$ cat src/rtl/hamming_pkg.sv
// rtl/hamming_pkg.sv - shared types, bit map and helpers for the SECDED receiver
package hamming_pkg;

    localparam int IDX_P1  = 0;
    localparam int IDX_P2  = 1;
    localparam int IDX_D0  = 2;
    localparam int IDX_P4  = 3;
    localparam int IDX_D1  = 4;
    localparam int IDX_D2  = 5;
    localparam int IDX_D3  = 6;
    localparam int IDX_PAR = 7;

    typedef logic [7:0] codeword_t;
    typedef logic [2:0] syndrome_t;
    typedef logic [3:0] nibble_t;

    typedef enum logic [1:0] {
        NONE,
        CORRECTED,
        UNCORRECTABLE
    } err_class_e;

    // {s4,s2,s1}: each bit covers the positions whose 1-based index has that bit set
    function automatic syndrome_t calc_syndrome(input codeword_t cw);
        logic s1;
        logic s2;
        logic s4;
        s1 = cw[IDX_P1] ^ cw[IDX_D0] ^ cw[IDX_D1] ^ cw[IDX_D3];
        s2 = cw[IDX_P2] ^ cw[IDX_D0] ^ cw[IDX_D2] ^ cw[IDX_D3];
        s4 = cw[IDX_P4] ^ cw[IDX_D1] ^ cw[IDX_D2] ^ cw[IDX_D3];
        return {s4, s2, s1};
    endfunction

    // Overall parity across all eight bits; 1 means an odd number of flips
    function automatic logic calc_parity(input codeword_t cw);
        return ^cw;
    endfunction

    function automatic nibble_t extract_data(input codeword_t cw);
        return {cw[IDX_D3], cw[IDX_D2], cw[IDX_D1], cw[IDX_D0]};
    endfunction

endpackage

$ cat src/rtl/hamming_secded_core.sv
// rtl/hamming_secded_core.sv - combinational SECDED decode and single-bit correction
module hamming_secded_core
    import hamming_pkg::*;
(
    input  logic [7:0] codeword,
    output logic [3:0] data,
    output logic [2:0] syndrome,
    output err_class_e err_class
);

    syndrome_t syn;
    logic      par;
    codeword_t fixed;

    // Classify the word and flip the bit the syndrome points at when exactly one bit is bad
    always_comb begin
        syn       = calc_syndrome(codeword);
        par       = calc_parity(codeword);
        fixed     = codeword;
        err_class = NONE;
        if (syn != 3'd0) begin
            if (par) begin
                fixed[syn - 3'd1] = ~codeword[syn - 3'd1];
                err_class         = CORRECTED;
            end else begin
                // Even parity with a nonzero syndrome: two flips, data left as received
                err_class = UNCORRECTABLE;
            end
        end else if (par) begin
            // Only the overall parity bit is wrong; the data bits are intact
            err_class = CORRECTED;
        end
        data     = extract_data(fixed);
        syndrome = syn;
    end

endmodule

$ cat src/rtl/hamming_secded_rx.sv
// rtl/hamming_secded_rx.sv - two-stage SECDED receiver with handshake and error counters
module hamming_secded_rx
    import hamming_pkg::*;
#(
    parameter int CNT_W = 16
) (
    input  logic             clk,
    input  logic             rst,
    input  logic             in_valid,
    output logic             in_ready,
    input  logic [7:0]       in_codeword,
    output logic             out_valid,
    input  logic             out_ready,
    output logic [3:0]       out_data,
    output logic [2:0]       out_syndrome,
    output logic             out_corrected,
    output logic             out_uncorrectable,
    input  logic             clr_counters,
    output logic [CNT_W-1:0] cnt_corrected,
    output logic [CNT_W-1:0] cnt_uncorrectable
);

    logic       s1_valid;
    codeword_t  s1_cw;
    syndrome_t  s1_syn;
    logic       s1_par;

    logic       s2_load;
    logic       s1_load;
    logic       out_fire;

    nibble_t    core_data;
    syndrome_t  core_syndrome;
    err_class_e core_class;

    // A stage may load when it is empty or its content leaves in this same cycle
    assign s2_load  = !out_valid || out_ready;
    assign s1_load  = !s1_valid || s2_load;
    assign in_ready = s1_load && !rst;
    assign out_fire = out_valid && out_ready;

    hamming_secded_core u_core (
        .codeword  (s1_cw),
        .data      (core_data),
        .syndrome  (core_syndrome),
        .err_class (core_class)
    );

    // Stage 1: capture the accepted codeword together with its syndrome and overall parity
    always_ff @(posedge clk) begin
        if (rst) begin
            s1_valid <= 1'b0;
            s1_cw    <= '0;
            s1_syn   <= '0;
            s1_par   <= 1'b0;
        end else if (s1_load) begin
            s1_valid <= in_valid;
            if (in_valid) begin
                s1_cw  <= in_codeword;
                s1_syn <= calc_syndrome(in_codeword);
                s1_par <= calc_parity(in_codeword);
            end
        end
    end

    // Stage 2: register corrected data and flags; holds while the consumer stalls
    always_ff @(posedge clk) begin
        if (rst) begin
            out_valid         <= 1'b0;
            out_data          <= '0;
            out_syndrome      <= '0;
            out_corrected     <= 1'b0;
            out_uncorrectable <= 1'b0;
        end else if (s2_load) begin
            out_valid <= s1_valid;
            if (s1_valid) begin
                out_data          <= core_data;
                out_syndrome      <= s1_syn;
                out_corrected     <= (core_class == CORRECTED);
                out_uncorrectable <= (core_class == UNCORRECTABLE);
            end
        end
    end

    // Captured syndrome/parity must agree with the core's own decode of the same word
    always_comb begin
        if (s1_valid) begin
            assert (core_syndrome == s1_syn && ((core_class == CORRECTED) == s1_par));
        end
    end

    // Saturating statistics counted on output transfers; clear takes priority
    always_ff @(posedge clk) begin
        if (rst || clr_counters) begin
            cnt_corrected     <= '0;
            cnt_uncorrectable <= '0;
        end else if (out_fire) begin
            if (out_corrected && cnt_corrected != '1) begin
                cnt_corrected <= cnt_corrected + 1'b1;
            end
            if (out_uncorrectable && cnt_uncorrectable != '1) begin
                cnt_uncorrectable <= cnt_uncorrectable + 1'b1;
            end
        end
    end

endmodule

$ cat config.mk
export PLATFORM = sky130hd
export DESIGN_NAME = hamming_secded_rx
export DESIGN_NICKNAME = d
export VERILOG_FILES = /design/src/rtl/hamming_pkg.sv /design/src/rtl/hamming_secded_core.sv /design/src/rtl/hamming_secded_rx.sv
export SDC_FILE = /design/constraint.sdc
export NUM_CORES = 1
export LEC_CHECK = 0
export BUFFER_PORTS_ARGS = -buffer_cell sky130_fd_sc_hd__buf_2
export CAP_MARGIN = 15
export CORE_ASPECT_RATIO = 1.75
export CORE_MARGIN = 5
export CORE_UTILIZATION = 35
export DETAILED_ROUTE_END_ITERATION = 10
export PLACE_DENSITY = 0.62
export SLEW_MARGIN = 10
export SYNTH_ARGS = -nofsm -noshare
export SYNTH_HDL_FRONTEND = slang
export SYNTH_SLANG_ARGS = --single-unit
$ cat constraint.sdc
create_clock -name clk -period 3 [get_ports clk]
set_input_delay 0.6 -clock clk [delete_from_list [all_inputs] [get_ports clk]]
set_output_delay 0.6 -clock clk [all_outputs]
set_load 0.01 [all_outputs]
**Yosys cells after proc, flatten, opt, wreduce, memory -nomap -nowiden**

Cells that the tools add are included.

- Register bits after elaboration: 54
- Bits in latches: 0
- RAM bits: 0
- Memory bits (read-only): 0
- Input bits: 13
- Output and inout bits: 43
- Logic and storage cells: 65
- Memories: 0

- Add/subtract/negate cells: 3
- Multipliers: 0
- Divide/modulo/power cells: 0
- $lt $le $gt $ge: 2
- Eq/ne operators: 4
- Shift operators: 0
- Multiplexer cells: 10
- Bitwise operators: 19
- Reductions and logical operators: 17

Operators by type and width:

| kind | count |
|---|---|
| $add A16 B1 Y16 const B | 2 |
| $ne A16 B16 Y1 const B | 2 |
| $xor A1 B1 Y1 | 18 |
| $mux W7 | 2 |
| $bwmux W8 | 1 |
| $reduce_and A2 Y1 | 4 |
| $reduce_xor A8 Y1 | 1 |
| $logic_and A1 B1 Y1 | 5 |
| $lt A3 B4 Y1 const B | 1 |
| $mux W2 | 2 |
| $bmux W1 S3 | 1 |
| $demux W1 S3 | 1 |
| $ge A3 B1 Y1 const B | 1 |
| $logic_not A1 Y1 | 3 |
| $logic_or A1 B1 Y1 | 3 |
| $mux W1 | 3 |
| $reduce_bool A3 Y1 | 1 |
| $sub A3 B1 Y3 const B | 1 |
| $eq A2 B1 Y1 const B | 1 |
| $eq A2 B2 Y1 const B | 1 |
| $not A1 Y1 | 1 |

**Depth between registers and ports, before layout**

Gate-level depths: netlist of run 1.

- Word-level depth: 11
- Depth in mapped cells: 9
- Depth with buffers taken out: 8

**Cells and area by module**

From an unflattened synthesis of run 1, not the netlist that was laid out.

- Cell total of the unflattened synthesis: 333
- Area, all modules: 2929.1 um^2

Modules (own cells, without submodules):

| module | times used | cells each | area each (um^2) | seq. area each (um^2) |
|---|---|---|---|---|
| hamming_secded_rx | 1 | 291 | 2568.7 | 1081.0 |
| hamming_secded_core | 1 | 42 | 360.3 | 0.0 |

**Worst setup path after synthesis of run 1**

Ideal clock, no wire load.

- Path type: register -> register
- Start point: register s1_cw[6]
- End point: register out_data[2]
- Arrival time: 2.449 ns
- Slack: 0.463 ns
- Stages on the path, launching flop included: 10
- Buffers on the path: 1
- Period minus slack after synthesis: 2.537 ns
- Path through: dfxtp_1 > buf_2 > xnor2_1 > nand2_1 > o22ai_1 > ha_1 > or2_2 > a21o_1 > or4_1 > a311oi_2

- Cells in the longest elaborated chain, start to end: 9
- Elaborated cells on any way between the ends: 17
- Classes of those cells: 1 x add/sub; 2 x order compare; 7 x mux; 4 x bitwise; 3 x reduce/logical

Ends and longest elaborated chain:

| what | line | RTL |
|---|---|---|
| start, declared | hamming_secded_rx.sv:24 | `codeword_t s1_cw;` |
| start signal, assigned | hamming_secded_rx.sv:59 | `s1_cw <= in_codeword;` |
| $xor A1 B1 Y1 (on tied branches) | hamming_pkg.sv:28, hamming_pkg.sv:29, hamming_pkg.sv:30 |  |
| $sub A3 B1 Y3 | hamming_secded_core.sv:23 | `fixed[syn - 3'd1] = ~codeword[syn - 3'd1];` |
| $lt A3 B4 Y1 (implied by the code) or $ge A3 B1 Y1 (tied branches) | hamming_secded_core.sv:23 |  |
| $logic_and A1 B1 Y1 (implied by the code) | hamming_secded_core.sv:23 |  |
| $mux W1 (implied by the code) | hamming_secded_core.sv:23 |  |
| $demux W1 S3 | n/a |  |
| $bwmux W8 | hamming_secded_core.sv:23 |  |
| $mux W7 | hamming_secded_core.sv:22 | `if (par) begin` |
| $mux W7 (*) | hamming_secded_core.sv:21 | `if (syn != 3'd0) begin` |
| end signal, assigned | hamming_secded_rx.sv:77 | `out_data <= core_data;` |
| end, declared | hamming_secded_rx.sv:14 | `output logic [3:0] out_data,` |

Every way passes the cells marked *; elsewhere a longest branch is shown, timed or not. The select of a mux whose other input is x is not followed.
A chain may end at the register's enable or synchronous reset.

**Final worst setup path of run 1**

- Start point: register s1_cw[5]
- End point: register out_data[2]

- Cells in the longest elaborated chain, start to end: 10
- Elaborated cells on any way between the ends: 18
- Classes of those cells: 1 x add/sub; 2 x order compare; 7 x mux; 5 x bitwise; 3 x reduce/logical

Ends and longest elaborated chain:

| what | line |
|---|---|
| $xor A1 B1 Y1 (on tied branches) (2 in series) | hamming_pkg.sv:29, hamming_pkg.sv:30 |
| $sub A3 B1 Y3 | hamming_secded_core.sv:23 |
| $lt A3 B4 Y1 (implied by the code) or $ge A3 B1 Y1 (tied branches) | hamming_secded_core.sv:23 |
| $logic_and A1 B1 Y1 (implied by the code) | hamming_secded_core.sv:23 |
| $mux W1 (implied by the code) | hamming_secded_core.sv:23 |
| $demux W1 S3 | n/a |
| $bwmux W8 | hamming_secded_core.sv:23 |
| $mux W7 | hamming_secded_core.sv:22 |
| $mux W7 (*) | hamming_secded_core.sv:21 |

Marks and branches as above.

==> out/qor.yml, run 1 <==
sta:
  holdWs_ns: 0.454
  setup_viol_count_final: 0
  layout_min_cycle_time_ns: 2.73
  clock_skew_ns: 0.00578
  tightest_slew_ns: 0.732
  post-route-period-util: 0.908
  maxSlewViolCount: 0
  finalSetupTns_ns: 0
  rsz0062_at_grt: "false"
  final-hold-violation-count: 0
  fmax_mhz: 367
  max_slew_margin: 0.511
clocking:
  postCtsSetupRepairBufs: 0
  clockBufferDepth: 2
  numClockSinks: 54
  hold_buffers: 0
  h-tree-depth: 2
  path_clk_slew_ns: 0.07
  cts-resized-gates: 0
  clk-insertion-delay-late_ns: 0.29
  cts_tree: "done"
  cts-root-buf: "clkbuf_16"
  cts_made_buffers: 5
setup_path:
  worstPathCellList: "xor2_1 > nand2_1 > o22ai_1 > ha_1 > or2_2 > a21o_1 > or4_1 > a311oi_2"
  critical-path-max-stage-delay_ns: 0.50
  start_kind: "register"
  worstPathArrival_ns: 2.93
  crit_path_max_fanout: 6
  critPathKind: "register to register"
  required_ns: 3.21
  cpMaxStageDelayCell: "dfxtp_1"
  cp-end-kind: "register"
logic_synthesis:
  avgSynthCellArea_um2: 8.19
  seq_area_frac_synth: 0.372
  asyncSetResetFlopFracSynth: 0
  netlist_instances: 355
  synth_flop_cell: "dfxtp_1"
  synth_area_leaders: "dfxtp_1 37%, xnor2_1 9.9%, nor2_1 6.1%"
  synth_cell_types: 50
  syn_area_um2: 2910
  syn_nets: 371
  synth_top_area_share: 0.372
  synth_seq_cells: 54
  yosys.area.top_type: "dfxtp_1"
  synth_edf_count: 0
  yosysWarnings: 0
power:
  pwr-share-clk: 0.378
  internal_power_uw: 1160
  p_sw_frac: 0.264
  leakagePower_uw: 0.00128
  p_per_area_nw_per_um2: 461
  comb_power_share: 0.143
  power_switching_uw: 415
  pwr-share-seq: 0.479
  vdd_drop_max_mv: 0.429
drt:
  wl_met1_mm: 2.69
  post_drt_via_cell_ratio: 5.43
  finalWirelength_mm: 7.21
  post-route-drc-count: 0
  routed.top_layer: "met4"
  drt_iter0_markers: 111
  num_vias: 2703
  wl_met3_um: 254
  firstDrtPassIters: 4
  ant_nets: 0
  met2_length_mm: 4.03
  wl_per_cell_um: 14.5
placement:
  numPortBuffers: 55
  gp_congestion: 0.835
  place_hpwl_mm: 5.60
min_path:
  hold_path.class: "register to register"
grt:
  grt_max_degree: 25
  grt_pass1_wl_mm: 12.0
  grt_overflow: 0
  grt_pass1_vias: 2576
  grt_antenna_before_repair: 0
  grtUsageTotal: 0.145
die:
  die_y_um: 131
  die_x_um: 78.9
  io-pin-count: 56
  initial_core_util: 0.354
  num_rows: 44
  core_um2: 8200
  die_area_um2: 10300
finish:
  final_common_cell: "buf_2"
  syn2layout_area_growth_pct: 17.3
  final_cell_mix: "55 x buf_2, 54 x dfxtp_1, 47 x nor2_1"
  drive_above_1_share: 0.190
  insertedDiodeCount: 0
  fin_nets: 421
run_status:
  outcome: "finished clean"
run:
  max-cap-violations: 0
-- power groups by stage --
stage	clock, uW	sequential [uW]	combinational (uW)
finish	594	752	225
global route	644	755	252
CTS	615	752	227
detailed placement	0	769	226
global placement	0	768	223
floorplan	0	766	168
-- per-stage QoR --
stage               instance area (um2)  power (uW)   util  instances  setup slack, ns
floorplan                          2910         934      -        355            0.463
detailed placement                 3260         995  0.397        490            0.287
global placement                   3260         991  0.397        490            0.332
finish                             3410        1570  0.415        498            0.275
global route                       3410        1650  0.415        498           0.0992
CTS                                3410        1590  0.415        498            0.259
-- flip-flops by register name, summed over array words and instances, names as in the netlist, 3 cells and up --
| name | cells |
|---|---|
| cnt_corrected | 16 |
| out_syndrome | 3 |
| s1_cw | 8 |
| s1_syn | 3 |
| cnt_uncorrectable | 16 |
| out_data | 4 |
-- layout make-up --
cell class	count	area, um2
Clock buffer	6	139
Timing Repair Buffer	62	328
Clock inverter	2	12.5
Multi-Input combinational cell	272	1700
Tap cell	92	115
Inverter	10	37.5
Sequential cell	54	1080
Fill cell	850	4790
-- synthesized netlist by cell type (all sizes together) (5+ instances only) --
cell and count:
nor3 8, nor2b 5, o21ai 7, inv 10, xnor2 36, and3 7, clkbuf 14, nand3 24
a21oi 24, o211ai 5, a211oi 7, buf 5, xor2 12, dfxtp 54, nor2 47, nand4 7
nor4 7, nand2 28
-- critical path, delay by kind of cell (launching register included) --
| family | cells | cell delay (ns) |
|---|---|---|
| xor+xnor | 1 | 0.34 |
| flops | 1 | 0.50 |
| simple gates | 3 | 0.94 |
| fa+ha+maj | 1 | 0.27 |
| compound gates | 3 | 0.58 |
-- per-layer routing --
| layer | vias to the layer above | GRT usage |
|---|---|---|
| li1 | 1350 | - |
| met1 | 1287 | 0.149 |
| met2 | 51 | 0.279 |
| met3 | 15 | 0.0261 |
| met4 | 0 | 0.0719 |
| met5 | - | 0 |
-- logic make-up (layout without fill, tap and decap cells) --
family,count (synthesis),in the layout,share of synthesized area
muxes,2,2,0.00689
adders and majority gates,3,3,0.0129
buffers and inverters,29,80,0.0448
xor gates and xnor gates,48,48,0.152
and+or+nand+nor,157,157,0.270
AOI/OAI and AO/OA,62,62,0.141
DFF,54,54,0.372
-- worst paths after layout --
check,from,endpoint,slack (ns),cells past startpoint
hold reg to reg,out_syndrome[0],out_syndrome[0],0.45,2
setup reg to reg,s1_cw[5],out_data[2],0.27,8
setup / recovery,s1_cw[5],out_data[2],0.27,8
hold / removal,out_syndrome[0],out_syndrome[0],0.45,2
(Power assumes the default switching activity.)
==> run 2: changes to the inputs <==
==> constraint.sdc (replaced) <==
create_clock -name clk -period 3 [get_ports clk]
set_input_delay 0.15 -clock clk [delete_from_list [all_inputs] [get_ports clk]]
set_output_delay 0.15 -clock clk [all_outputs]
set_load 0.01 [all_outputs]
==> run 2 against run 1 <==
Power is 3.9% higher. Sequential share of layout area down 0.070 points. Clock skew about the same. Critical endpoint unchanged. Critical path type unchanged. First-iteration DRC count down 6.3%. Critical path depth unchanged. Via count decreased by 1.4%. Count of clock-buffer cells in the layout is the same. Core utilization rose by 0.091 points. Non-clock buffer count decreased by 2. Worst hold slack worse by 0.32 ns. Clock power is 10% higher.
==> out/qor.yml, run 2 (synthesized netlist as in run 1, its figures left out) <==
run_status:
  outcome: "finished clean"
die:
  num_rows: 44  # unchanged
  die_y_um: 131  # unchanged
  initial_core_util: 0.354  # unchanged
  core_um2: 8200  # unchanged
  io-pin-count: 56  # unchanged
  die_x_um: 78.9  # unchanged
  die_area_um2: 10300  # unchanged
sta:
  clock_skew_ns: 0.00558  # -0.000204 ns
  final-hold-violation-count: 0  # unchanged
  max_slew_margin: 0.526  # +0.0151
  holdWs_ns: 0.131  # -0.323 ns
  rsz0062_at_grt: "false"
  setup_viol_count_final: 0  # unchanged
  tightest_slew_ns: 0.706  # -0.0263 ns
  post-route-period-util: 0.936  # +0.0273
  maxSlewViolCount: 0  # unchanged
  layout_min_cycle_time_ns: 2.81  # +0.0820 ns
  finalSetupTns_ns: 0  # unchanged
  fmax_mhz: 356  # -2.9%
power:
  p_sw_frac: 0.254  # -0.0105
  vdd_drop_max_mv: 0.259  # -40%
  pwr-share-seq: 0.461  # -0.018
  leakagePower_uw: 0.00128  # -0.39%
  p_per_area_nw_per_um2: 478  # +3.7%
  internal_power_uw: 1220  # +5.4%
  pwr-share-clk: 0.401  # +0.023
  power_switching_uw: 414  # -0.20%
  comb_power_share: 0.138  # -0.005
setup_path:
  start_kind: "register"
  cpMaxStageDelayCell: "or4_1"
  path_buf_inv: 0  # unchanged
  worstPathCellList: "xnor2_2 > nand2_1 > o22ai_1 > ha_1 > or2_2 > a21o_1 > or4_1 > a311oi_2"
  worstPathArrival_ns: 3.01  # +0.08 ns
  r2r_cells: 8  # unchanged
  crit_start: "s1_cw[1]"
  worstReg2RegEnd: "out_data[2]"
  r2r-start: "s1_cw[1]"
  cp_num_cells: 8  # unchanged
  cp-end-kind: "register"
  crit_path_max_fanout: 9  # +3
  required_ns: 3.21  # about the same
  r2r_setup_slack_ns: 0.19  # -0.08 ns
  crit_family: "simple AND/OR/NAND/NOR gates"
  critPathKind: "register to register"
  critical-path-max-stage-delay_ns: 0.48  # -0.02 ns
  cp-endpoint: "out_data[2]"
clocking:
  clk-insertion-delay-late_ns: 0.29  # about the same
  cts-root-buf: "clkbuf_16"
  cts_tree: "done"
  numClockSinks: 54  # unchanged
  clockBufferDepth: 2  # unchanged
  h-tree-depth: 2  # unchanged
  cts-resized-gates: 0  # unchanged
  hold_buffers: 0  # unchanged
  path_clk_slew_ns: 0.07  # about the same
  postCtsSetupRepairBufs: 0  # unchanged
  cts_made_buffers: 5  # unchanged
grt:
  grt_antenna_before_repair: 0  # unchanged
  grt_max_degree: 34  # +36%
  grt_pass1_vias: 2555  # -0.82%
  grt_overflow: 0  # unchanged
  grtUsageTotal: 0.141  # -0.00384
  grt_pass1_wl_mm: 11.8  # -1.7%
finish:
  reg.largest.list: "cnt_corrected (16), cnt_uncorrectable (16), s1_cw (8)"
  drive_above_1_share: 0.186  # -0.00401
  multi_input_area_um2: 1700  # +0.44%
  final_util: 0.416  # +0.000915
  syn2layout_area_growth_pct: 17.5
  ff_latch_area_um2: 1080  # unchanged
  insertedDiodeCount: 0  # unchanged
  nFillCells: 846  # -0.47%
  final_cell_mix: "55 x buf_2, 54 x dfxtp_1, 47 x nor2_1"
  fin_nets: 419  # -0.48%
  final_common_cell: "buf_2"
drt:
  wl_per_cell_um: 14.2  # -1.7%
  post_drt_via_cell_ratio: 5.38  # -0.97%
  drt_iter0_markers: 104  # -6.3%
  ant_nets: 0  # unchanged
  finalWirelength_mm: 7.06  # -2.1%
  firstDrtPassIters: 4  # unchanged
  post-route-drc-count: 0  # unchanged
  num_vias: 2666  # -1.4%
placement:
  gp_congestion: 0.809  # -3.1%
  place_hpwl_mm: 5.39  # -3.7%
  numPortBuffers: 55  # unchanged
min_path:
  hold_path.class: "primary input to register"
run:
  max-cap-violations: 0  # unchanged
[run 2: power by group through the flow]
stage	clock network [uW]	logic [uW]	registers [uW]
3_5_place_dp	0	224	768
5_1_grt	704	251	754
3_3_place_gp	0	221	768
6_report	655	226	752
2_1_floorplan	0	168	766
4_1_cts	671	227	752
[run 2: worst min-delay path: stages]
cell and delay (ns):
buf_2 0.11, nand3_1 0.06, a21oi_1 0.05
[run 2: layout make-up]
class / count / share of cell area
repair buffers: 60 / 0.0916
multi-input cells: 272 / 0.499
well taps: 92 / 0.0337
inverters: 10 / 0.0110
clock buffers: 6 / 0.0377
clock inverters: 2 / 0.0110
flip-flops and latches: 54 / 0.316
[run 2: worst min path at each step]
| stage | from | end | cells past startpoint | slack (ns) |
|---|---|---|---|---|
| floorplan | in_codeword[0] | s1_cw[0] | 2 | 0.30 |
| global placement | in_codeword[0] | s1_cw[0] | 3 | 0.44 |
| detailed placement | in_codeword[0] | s1_cw[0] | 3 | 0.44 |
| CTS | in_codeword[0] | s1_cw[0] | 3 | 0.13 |
| global route | in_codeword[0] | s1_cw[0] | 3 | 0.13 |
| finish | in_codeword[0] | s1_cw[0] | 3 | 0.13 |
[run 2: metal layers]
| metal | share of wire | GRT usage | vias to the layer above |
|---|---|---|---|
| met5 | 0 | 0 | - |
| met4 | 0.019 | 0.0516 | 0 |
| met3 | 0.045 | 0.0302 | 13 |
| met2 | 0.55 | 0.273 | 52 |
| met1 | 0.39 | 0.148 | 1249 |
| li1 | - | - | 1352 |
[run 2: through the flow]
| stage | cells | setup slack [ns] | area (um2) | power, uW |
|---|---|---|---|---|
| CTS | 496 | 0.212 | 3410 | 1650 |
| finish | 496 | 0.193 | 3420 | 1630 |
| detailed placement | 488 | 0.280 | 3240 | 993 |
| global route | 496 | 0.0463 | 3420 | 1710 |
| global placement | 488 | 0.309 | 3240 | 989 |
| floorplan | 355 | 0.463 | 2910 | 934 |
==> run 3: changes to the inputs <==
MAX_ROUTING_LAYER = met4   (was default)
PLACE_DENSITY = 0.64   (was 0.62)
clock period = 2.29 ns   (was 3 ns; I/O delays follow)
==> run 3 against run 2 <==
Wire length rose by 5.2%. Cell count rose by 4.2%. Sequential cell count did not move. Clock power rose by 13%. Register-to-register slack got worse by 0.15 ns. Worst hold slack got worse by 0.043 ns. Core utilization rose by 3.1 points. Via count rose by 4.2%.
==> out/qor.yml, run 3 (synthesized netlist as in run 1, its figures left out) <==
drt:
  ant_nets: 0  # unchanged
  wl_per_cell_um: 14.4  # +0.95%
  post_drt_via_cell_ratio: 5.38  # about the same
  drt_iter0_markers: 131  # +26%
  post-route-drc-count: 0  # unchanged
  firstDrtPassIters: 4  # unchanged
  finalWirelength_mm: 7.43  # +5.2%
  num_vias: 2779  # +4.2%
setup_path:
  worstReg2RegEnd: "out_data[2]"
  r2r_setup_slack_ns: 0.04  # -0.15 ns
  r2r-start: "s1_cw[5]"
  required_ns: 2.50  # -0.71 ns
  critPathKind: "register to register"
  worstPathArrival_ns: 2.46  # -0.55 ns
  crit_path_max_fanout: 4  # -5
  r2r_cells: 8  # unchanged
  cp-end-kind: "register"
  start_kind: "register"
grt:
  grt_pass1_vias: 2608  # +2.1%
  grt_antenna_before_repair: 0  # unchanged
  grt_overflow: 0  # unchanged
  grt_max_degree: 28  # -18%
  grtUsageTotal: 0.155  # +0.0133
  grt_pass1_wl_mm: 12.2  # +3.0%
min_path:
  whs_path_depth: 3  # unchanged
  hold_path.class: "primary input to register"
  hold_start: "in_codeword[7]"
  hold_end: "s1_cw[7]"
clocking:
  numClockSinks: 54  # unchanged
  hold_buffers: 0  # unchanged
  h-tree-depth: 2  # unchanged
  cts-root-buf: "clkbuf_16"
  cts_tree: "done"
  path_clk_slew_ns: 0.07  # about the same
  clk-insertion-delay-late_ns: 0.29  # about the same
  cts_made_buffers: 5  # unchanged
  clockBufferDepth: 2  # unchanged
sta:
  final-hold-violation-count: 0  # unchanged
  max_slew_margin: 0.538  # +0.0126
  timing.final.ws_setup_ns: 0.0422  # -0.151 ns
  maxSlewViolCount: 0  # unchanged
  finalSetupTns_ns: 0  # unchanged
  fmax_mhz: 445  # +25%
  layout_min_cycle_time_ns: 2.25  # -0.559 ns
  tightest_slew_ns: 0.687  # -0.0188 ns
  clock_skew_ns: 0.00709  # +0.00151 ns
  post-route-period-util: 0.982  # +0.0459
  setup_viol_count_final: 0  # unchanged
finish:
  insertedDiodeCount: 0  # unchanged
  fin_cells: 517  # +4.2%
  design_area_um2: 3670  # +7.5%
  ff_latch_area_um2: 1100  # +1.4%
  multi_input_area_um2: 1800  # +5.4%
  final_common_cell: "buf_2"
  final_util: 0.448  # +0.0311
  nFillCells: 820  # -3.1%
  drive_above_1_share: 0.259  # +0.0732
  fin_nets: 441  # +5.3%
  final_cell_mix: "55 x buf_2, 48 x dfxtp_1, 47 x nor2_1"
  reg.largest.list: "cnt_corrected (16), cnt_uncorrectable (16), s1_cw (8)"
  syn2layout_area_growth_pct: 26.3
run_status:
  outcome: "finished clean"
run:
  max-cap-violations: 0  # unchanged
placement:
  placed_area_um2: 3410  # +5.2%
  place_hpwl_mm: 5.74  # +6.4%
  pre_cts_ws_ns: -0.156  # -0.436 ns
  numPortBuffers: 55  # unchanged
  dp_cells: 504  # +3.3%
  gp_congestion: 0.913  # +13%
die:
  die_x_um: 78.9  # unchanged
  io-pin-count: 56  # unchanged
  die_area_um2: 10300  # unchanged
  die_y_um: 131  # unchanged
  num_rows: 44  # unchanged
  core_um2: 8200  # unchanged
  initial_core_util: 0.354  # unchanged
power:
  p_per_area_nw_per_um2: 577  # +21%
  vdd_drop_max_mv: 0.305  # +18%
  leakagePower_uw: 0.00139  # +9.3%
run 3: changes by cell type in the layout (fill, tap and decap cells not counted), moves of 2 or more:
cell	before	now
dfxtp_1	54	48
nand2_2	0	2
buf_4	5	26
xnor2_1	33	30
xnor2_4	0	4
nand2_1	28	26
dfxtp_4	0	3
dfxtp_2	0	3
run 3: worst max-delay path by stage:
| stage | from | endpoint | slack [ns] | cells after the start |
|---|---|---|---|---|
| 6_report | s1_cw[5] | out_data[2] | 0.04 | 8 |
| 5_1_grt | s1_cw[1] | out_data[2] | -0.02 | 8 |
| 4_1_cts | s1_cw[2] | out_data[2] | 0.01 | 8 |
| 3_5_place_dp | s1_cw[5] | out_data[2] | -0.16 | 8 |
| 3_3_place_gp | s1_cw[5] | out_data[2] | -0.08 | 8 |
| 2_1_floorplan | s1_cw[5] | out_data[2] | 0.002 | 9 |
run 3: through the flow:
stage / hold slack (ns) / power [uW]
3_5_place_dp: 0.400 / 1360
6_report: 0.0876 / 2120
4_1_cts: 0.0875 / 2110
5_1_grt: 0.0812 / 2230
2_1_floorplan: 0.262 / 1240
3_3_place_gp: 0.378 / 1350
run 3: power breakdown:
part           leakage (uW)  internal, uW  total, uW  switching, uW
logic              0.000890           190        390            200
clock network     0.0000629           401        737            337
registers          0.000441           963        991           28.0
run 3: what timing repair did:
item / CTS / global route
buffers inserted: 3 / 3
setup endpoints to repair: 2 / 3
cloned: 0 / 0
pin swaps: 1 / 5
gates resized for setup: 5 / 12
run 3: cell type report:
class,instances,area share
clock inverters,1,0.00204
well taps,92,0.0314
repair buffers,82,0.134
inverters,10,0.0102
multi-input cells,272,0.489
clock buffers,6,0.0351
flip-flops and latches,54,0.299
run 3: metal layers:
layer,vias to the layer above,GRT usage,part of all wire
li1,1391,-,-
met1,1303,0.147,0.35
met2,67,0.290,0.56
met3,18,0.0343,0.049
met4,0,0.0779,0.040
met5,-,-,0
run 3: worst max-delay path, stage by stage (launching register included):
cell and delay, ns:
dfxtp_4 0.38, buf_12 0.14, xnor2_4 0.13, xnor2_2 0.14, ha_1 0.31, or2_4 0.27
a21o_1 0.17, or4_4 0.41, a311oi_2 0.23
